`config.mk`:
```
export PLATFORM = sky130hd
export DESIGN_NAME = rfir_coeff_loader
export DESIGN_NICKNAME = d
export VERILOG_FILES = /design/src/rtl/rfir_cfg_pkg.sv /design/src/rtl/rfir_coeff_loader.sv
export SDC_FILE = /design/constraint.sdc
export NUM_CORES = 1
export LEC_CHECK = 0
export ABC_AREA = 1
export CORE_ASPECT_RATIO = 1.25
export CORE_MARGIN = 1.5
export CORE_UTILIZATION = 45
export CTS_CLUSTER_DIAMETER = 50
export DETAILED_ROUTE_END_ITERATION = 7
export DONT_BUFFER_PORTS = 1
export MAX_ROUTING_LAYER = met4
export PLACE_DENSITY = 0.68
export SYNTH_ARGS = -nofsm -noshare
export SYNTH_HDL_FRONTEND = slang
export SYNTH_SLANG_ARGS = --single-unit
```
`constraint.sdc`:
```
create_clock -name clk_r -period 1.9 [get_ports clk_r]
set_clock_uncertainty 0.1 [all_clocks]
set_input_delay 0.38 -clock clk_r [delete_from_list [all_inputs] [get_ports clk_r]]
set_output_delay 0.38 -clock clk_r [all_outputs]
set_load 0.005 [all_outputs]
```
`src/rtl/rfir_cfg_pkg.sv`:
```
// Shared RFIR configuration encodings: sequencer states, tap-mode codes and tap counts.
// The adrv9009_rsp RFIR imports the same mode encodings.
package rfir_cfg_pkg;

  typedef enum logic [2:0] {
    ST_IDLE  = 3'd0,
    ST_DRAIN = 3'd1,
    ST_LOAD  = 3'd2,
    ST_CHECK = 3'd3,
    ST_RUN   = 3'd4
  } rfir_state_t;

  localparam logic [1:0] MODE_ILLEGAL = 2'b00;
  localparam logic [1:0] MODE_24T     = 2'b01;
  localparam logic [1:0] MODE_48T     = 2'b10;
  localparam logic [1:0] MODE_72T     = 2'b11;

  localparam logic [6:0] TAPS_24 = 7'd24;
  localparam logic [6:0] TAPS_48 = 7'd48;
  localparam logic [6:0] TAPS_72 = 7'd72;

  function automatic logic [6:0] taps_for_mode(input logic [1:0] mode);
    case (mode)
      MODE_24T: return TAPS_24;
      MODE_48T: return TAPS_48;
      MODE_72T: return TAPS_72;
      default:  return '0;
    endcase
  endfunction

endpackage

```
`src/rtl/rfir_coeff_loader.sv`:
```
// RFIR coefficient loader: drains the filter, streams ROM coefficients into the RFIR RAM, then arms it.
// Optional build macro RFIR_CKSUM_EN adds a coefficient-sum check before arming.
module rfir_coeff_loader
  import rfir_cfg_pkg::*;
#(
  parameter int COEFF_W      = 16,
  parameter int ADDR_W       = 7,
  parameter int DRAIN_CYCLES = 8
) (
  input  logic               clk_r,
  input  logic               reset,
  input  logic               start,
  input  logic               stop,
  input  logic [1:0]         mode_req,
  input  logic [COEFF_W+6:0] exp_sum,
  output logic [ADDR_W-1:0]  src_addr,
  input  logic [COEFF_W-1:0] src_data,
  output logic               wr_en,
  output logic [ADDR_W-1:0]  addr_in,
  output logic [COEFF_W-1:0] coeff_in,
  output logic               en_rfir,
  output logic [1:0]         mode_rfir,
  output logic               busy,
  output logic               done,
  output logic               err
);

  localparam int CNT_W = (DRAIN_CYCLES > 72) ? $clog2(DRAIN_CYCLES + 1) : 7;

  rfir_state_t      state;
  logic [CNT_W-1:0] cnt;
  logic [1:0]       mode_q;
  logic [6:0]       taps_q;
  logic [1:0]       mode_rfir_q;
  logic             done_q;
  logic             err_q;

  logic             start_legal;
  logic             start_bad;
  logic             drain_last;
  logic             load_last;
  logic             cksum_ok;
  logic [CNT_W-1:0] taps_ext;

  assign start_legal = start && (mode_req != MODE_ILLEGAL);
  assign start_bad   = start && (mode_req == MODE_ILLEGAL);
  assign taps_ext    = CNT_W'(taps_q);
  assign drain_last  = (cnt == CNT_W'(DRAIN_CYCLES - 1));
  assign load_last   = (cnt == taps_ext);

  always_ff @(posedge clk_r or posedge reset) begin
    if (reset) begin
      state       <= ST_IDLE;
      cnt         <= '0;
      mode_q      <= '0;
      taps_q      <= '0;
      mode_rfir_q <= '0;
      done_q      <= 1'b0;
      err_q       <= 1'b0;
    end else begin
      done_q <= 1'b0;
      err_q  <= 1'b0;
      if (stop) begin
        state <= ST_IDLE;
        cnt   <= '0;
      end else begin
        case (state)
          ST_IDLE, ST_RUN: begin
            // Illegal request leaves the current state (and a running filter) untouched.
            if (start_legal) begin
              mode_q <= mode_req;
              taps_q <= taps_for_mode(mode_req);
              cnt    <= '0;
              state  <= ST_DRAIN;
            end else if (start_bad) begin
              err_q <= 1'b1;
            end
          end
          ST_DRAIN: begin
            if (drain_last) begin
              cnt   <= '0;
              state <= ST_LOAD;
            end else begin
              cnt <= cnt + 1'b1;
            end
          end
          ST_LOAD: begin
            if (load_last) begin
              cnt   <= '0;
              state <= ST_CHECK;
            end else begin
              cnt <= cnt + 1'b1;
            end
          end
          ST_CHECK: begin
            if (cksum_ok) begin
              mode_rfir_q <= mode_q;
              done_q      <= 1'b1;
              state       <= ST_RUN;
            end else begin
              err_q <= 1'b1;
              state <= ST_IDLE;
            end
          end
          default: begin
            state <= ST_IDLE;
            cnt   <= '0;
          end
        endcase
      end
    end
  end

  // ROM address leads the RAM write by one cycle to cover the ROM read latency.
  always_comb begin
    src_addr = '0;
    wr_en    = 1'b0;
    addr_in  = '0;
    coeff_in = '0;
    if (state == ST_LOAD) begin
      if (cnt < taps_ext) src_addr = ADDR_W'(cnt);
      else                src_addr = ADDR_W'(taps_ext - 1'b1);
      if (cnt != '0) begin
        wr_en    = 1'b1;
        addr_in  = ADDR_W'(cnt - 1'b1);
        coeff_in = src_data;
      end
    end
  end

  assign en_rfir   = (state == ST_RUN);
  assign busy      = (state == ST_DRAIN) || (state == ST_LOAD) || (state == ST_CHECK);
  assign mode_rfir = mode_rfir_q;
  assign done      = done_q;
  assign err       = err_q;

`ifdef RFIR_CKSUM_EN
  logic signed [COEFF_W+6:0] acc;

  always_ff @(posedge clk_r or posedge reset) begin
    if (reset) begin
      acc <= '0;
    end else if (state == ST_DRAIN && drain_last) begin
      acc <= '0;
    end else if (wr_en) begin
      acc <= acc + signed'({{7{coeff_in[COEFF_W-1]}}, coeff_in});
    end
  end

  assign cksum_ok = (acc == signed'(exp_sum));
`else
  logic unused_exp_sum;
  assign unused_exp_sum = ^exp_sum;
  assign cksum_ok       = 1'b1;
`endif

endmodule

```
**Word-level counts from Yosys, hierarchy flattened**

Cells that the tools add are included.

- Input port bits: 45
- Logic and storage cells: 63
- Bits in registers: 23
- Output and inout port bits: 37

- Add/subtract/negate cells: 3
- Bitwise gates (word level): 1
- Reduce and logical (&&, ||, !) cells: 13
- Muxes and demuxes: 25
- Order comparisons: 1
- Equal/unequal tests: 13

Operators with widths:

| kind | number |
|---|---|
| $mux W7 | 8 |
| $mux W16 | 2 |
| $pmux W7 S4 | 1 |
| $pmux W7 S3 | 1 |
| $sub A7 B1 Y7 const B | 2 |
| $mux W3 | 4 |
| $pmux W3 S4 | 1 |
| $ne A3 B3 Y1 const B | 3 |
| $mux W1 | 8 |
| $add A7 B1 Y7 const B | 1 |
| $eq A7 B3 Y1 const B | 1 |
| $eq A7 B7 Y1 | 1 |
| $lt A7 B7 Y1 | 1 |
| $reduce_bool A7 Y1 | 1 |
| $eq A3 B2 Y1 const B | 2 |
| $reduce_and A3 Y1 | 2 |
| $eq A2 B2 Y1 const B | 2 |
| $reduce_and A2 Y1 | 2 |
| $eq A3 B1 Y1 const B | 1 |
| $eq A3 B3 Y1 const B | 1 |
| $logic_not A3 Y1 | 1 |
| $eq A2 B1 Y1 const B | 1 |
| $logic_and A1 B1 Y1 | 2 |
| $logic_not A2 Y1 | 1 |
| other kinds (5) | 6 |

**Logic depth before layout (Yosys ltp)**

- Word-level depth: 6
- Depth in mapped cells: 10
- Depth with buffers taken out: 10

**Worst setup path after synthesis**

OpenSTA, ideal clock, no wires.

- Path type: register to output
- From: reg cnt[3]
- To: out src_addr[5]
- Buffers on the path: 0
- Path slack: 0.143 ns
- Arrival time: 1.277 ns
- Cell stages (with the launch flop): 9
- Data required time: 1.420 ns
- Path through: dfrtp_1 -> inv_1 -> ha_1 -> nor2_1 -> o21bai_1 -> nand2_1 -> inv_1 -> nor2_1 -> nor2_1

- Word-level cells in the longest chain between the ends: 3

Ends and longest elaborated chain:

| element | RTL line | source |
|---|---|---|
| start, declared | rfir_coeff_loader.sv:31 | `logic [CNT_W-1:0] cnt;` |
| start signal, assigned | rfir_coeff_loader.sv:84 | `cnt <= cnt + 1'b1;` |
| start signal, assigned | rfir_coeff_loader.sv:92 | `cnt <= cnt + 1'b1;` |
| $lt A7 B7 Y1 | rfir_coeff_loader.sv:121 | `if (cnt < taps_ext) src_addr = ADDR_W'(cnt);` |
| $mux W7 | rfir_coeff_loader.sv:121 |  |
| $mux W7 | rfir_coeff_loader.sv:120 | `if (state == ST_LOAD) begin` |
| end, declared | rfir_coeff_loader.sv:16 | `output logic [ADDR_W-1:0] src_addr,` |

Every way passes these cells.

**Final worst setup path**

- From: reg cnt[6]
- To: out src_addr[5]

Same word-level chain as after synthesis.

==> results.py <==
metrics = {
    "outcome": {
        "status": "finished with violations",
        "failed_checks": "setup timing",
    },
    "route": {
        "ant_nets": 0,
        "wirelength_mm": 4.17,
        "drtIter0Drc": 64,
        "via_per_inst": 5.22,
        "vias": 1619,
        "drcViolationCount": 0,
        "dr.pass1.iters": 4,
        "wl_per_cell_um": 13.4,
    },
    "floorplanning": {
        "core_area_um2": 3510,
        "die_area_um2": 4060,
        "pin_count": 82,
        "fp.dieW_um": 57.3,
        "die_h_um": 70.9,
        "rows": 24,
        "start_util_pct": 47.2,
    },
    "placement": {
        "io_buffers": 0,
        "placed_area_um2": 1730,
        "hpwlAfterDp_mm": 2.62,
        "gp_congestion": 0.871,
    },
    "power_and_ir_drop": {
        "ir_drop_v": 0.000693,
        "p_int_mw": 1.36,
        "p_sw_mw": 1.10,
        "p_clk_share_pct": 17.6,
        "cellLeakagePower_nw": 1.16,
        "p_comb_share_pct": 57.0,
        "p_sw_share_pct": 44.6,
        "sequentialPowerShare_pct": 25.4,
        "power.density_nw_per_um2": 1080,
    },
    "synth": {
        "synth_fa_ha_area_share_pct": 9.80,
        "synth_nets": 302,
        "syn_inst": 244,
        "avgSynthCellArea_um2": 6.80,
        "synth-seq-area-share_pct": 30.2,
        "synth_flop_cell": "dfrtp_1",
        "synthTopCellsByArea": "dfrtp_1, inv_1, nand2_1",
        "netlist_top_cells_count": "inv_1, nand2_1, nor2_1, dfrtp_1, o21ai_0",
        "synth_cell_types": 23,
        "async_flop_share_pct": 100,
        "synth_warnings": 0,
        "synth_edf_count": 0,
        "synth_area_um2": 1660,
        "synthMuxAreaShare_pct": 0,
        "synth_xor_area_share_pct": 3.17,
        "synth_compound_area_share_pct": 6.56,
        "synth.top_cell.area_share_pct": 30.2,
        "synth_top_family_by_area": "simple AND/OR/NAND/NOR gates",
        "yosys.area.top_type": "dfrtp_1",
        "ys_ff_latch": 20,
        "synthSimpleGateAreaFrac_pct": 35.4,
    },
    "cts": {
        "cts_tree": "done",
        "clock_sinks": 20,
        "cts-root-buf": "clkbuf_8",
        "htreeDepth": 1,
        "numCtsBuffers": 3,
        "worst_skew_pair.late_latency_ns": 0.26,
        "clk_pin_slew_ns": 0.08,
        "clockBufferDepth": 2,
    },
    "grt": {
        "grt_usage_pct": 20.4,
        "grt_start_max_net_pins": 21,
        "grt_pass1_wl_mm": 6.44,
        "grt_pass1_vias": 1465,
        "globalRoute.totalOverflow": 0,
        "antenna_found_initial": 0,
    },
    "final_layout": {
        "fin_area_um2": 2270,
        "drive_gt1_share_pct": 35.4,
        "final_core_utilization_pct": 64.7,
        "syn_to_final_growth_pct": 37.0,
        "diodes": 0,
        "final_nets": 330,
    },
    "timing": {
        "setup_tns_ns": -2.32,
        "relSlewSlack_pct": 80.3,
        "slew_viol_final": 0,
        "hold_violations": 0,
        "fin_crit_ns": 2.05,
        "setup_viol": 30,
        "tightest_slew_ns": 0.294,
        "fin_ws_ns": -0.146,
        "rsz0062_at_grt": "true",
        "timing.hold.ws_ns": 0.131,
        "clock.fmax_mhz": 489,
        "finalCritPeriodShare_pct": 108,
    },
    "setup_path": {
        "cp.arrival_ns": 1.57,
        "worstRegToRegCells": 8,
        "worst_setup_path_start_kind": "flop",
        "r2r_start": "cnt[6]",
        "worst-path-max-fanout": 5,
        "worstPathRequired_ns": 1.42,
        "end_kind": "output port",
        "worstSetupPathType": "reg2out",
        "startpoint": "cnt[6]",
    },
    "min_path": {
        "min_from": "start",
        "hold_class": "in2reg",
        "min_path_cells": 2,
    },
    "flow_run": {
        "max_cap_viol_count": 0,
    },
}
[layer usage]
metal / wire, µm / GRT usage, % / up-vias
met3: 186 / 2.56 / 9
li1: - / - / 807
met1: 1710 / 25.1 / 738
met4: 89 / 7.75 / 0
met2: 2180 / 34.0 / 65
met5: 0 / - / -
[cells by family after synthesis]
family	count (synthesis)
flops	20
xor+xnor	6
fa+ha+maj	13
compound gates	20
buf+inv	57
simple gates	128
[worst max-delay path: stages, from the launching register on]
cell and delay [ns]:
dfrtp_1 0.43, ha_4 0.30, nand2_2 0.05, o21bai_4 0.19, nand2_4 0.10, o21ai_1 0.08
nor2_1 0.15
[final cells by class]
type                    count  area, µm²
clock inverters             1       30.0
fillers                   310       1240
inverters                  52        210
flip-flops and latches     20        502
repair inverters            1       5.00
clock buffers               3       41.3
repair buffers             23        186
well taps                  39       48.8
multi-input cells         171       1250
[cell usage in the layout (no fill, tap or decap), types with 4 or more instances in the layout]
master / instances
inv_2: 8
nand2_1: 46
nand2_2: 4
buf_4: 19
nand2_8: 4
nor2_4: 24
dfrtp_1: 19
nor2_2: 9
nand4_1: 6
o21ai_0: 9
inv_1: 40
nor2_1: 18
nand3_1: 11
o21ai_1: 4
ha_1: 10
xor2_1: 6
[state kept, by name, indices dropped and copies added (netlist names)]
signal	count
done	1
err	1
state	3
mode_rfir	2
cnt	7
mode_q	2
taps_ext	4
[power by group through the flow]
| stage | logic [mW] | registers (mW) | clock network, mW |
|---|---|---|---|
| floorplan | 0.696 | 0.611 | 0 |
| global placement | 0.843 | 0.633 | 0 |
| detailed placement | 0.859 | 0.633 | 0 |
| CTS | 1.13 | 0.617 | 0.442 |
| global route | 1.55 | 0.640 | 0.463 |
| finish | 1.40 | 0.624 | 0.433 |
[final timing paths]
kind / to / slack [ns]
worst max-delay path: src_addr[5] / -0.15
worst min-delay path: err / 0.13
worst max register to register: cnt[3] / 0.14
worst min register to register: mode_rfir[0] / 0.38
max in group asynchronous: cnt[0] / 0.99
min in group asynchronous: err / 0.48
[metrics by stage]
stage	setup slack (ns)	cells	total power, mW
floorplan	0.143	244	1.31
global placement	0.0189	287	1.48
detailed placement	0.0213	287	1.49
CTS	-0.144	302	2.19
global route	-0.225	310	2.66
finish	-0.146	310	2.46
[what timing repair did]
| item | 4_1_cts | 5_1_grt |
|---|---|---|
| setup buffers | 7 | 6 |
| endpoints found under the hold margin | 20 | 0 |
| endpoints found under the setup margin | 31 | 30 |
| gates resized for setup | 24 | 70 |
| gates cloned | 3 | 2 |
| hold buffers | 1 | 0 |
| pin swaps | 15 | 6 |
Power figures use the tool's default switching activity.
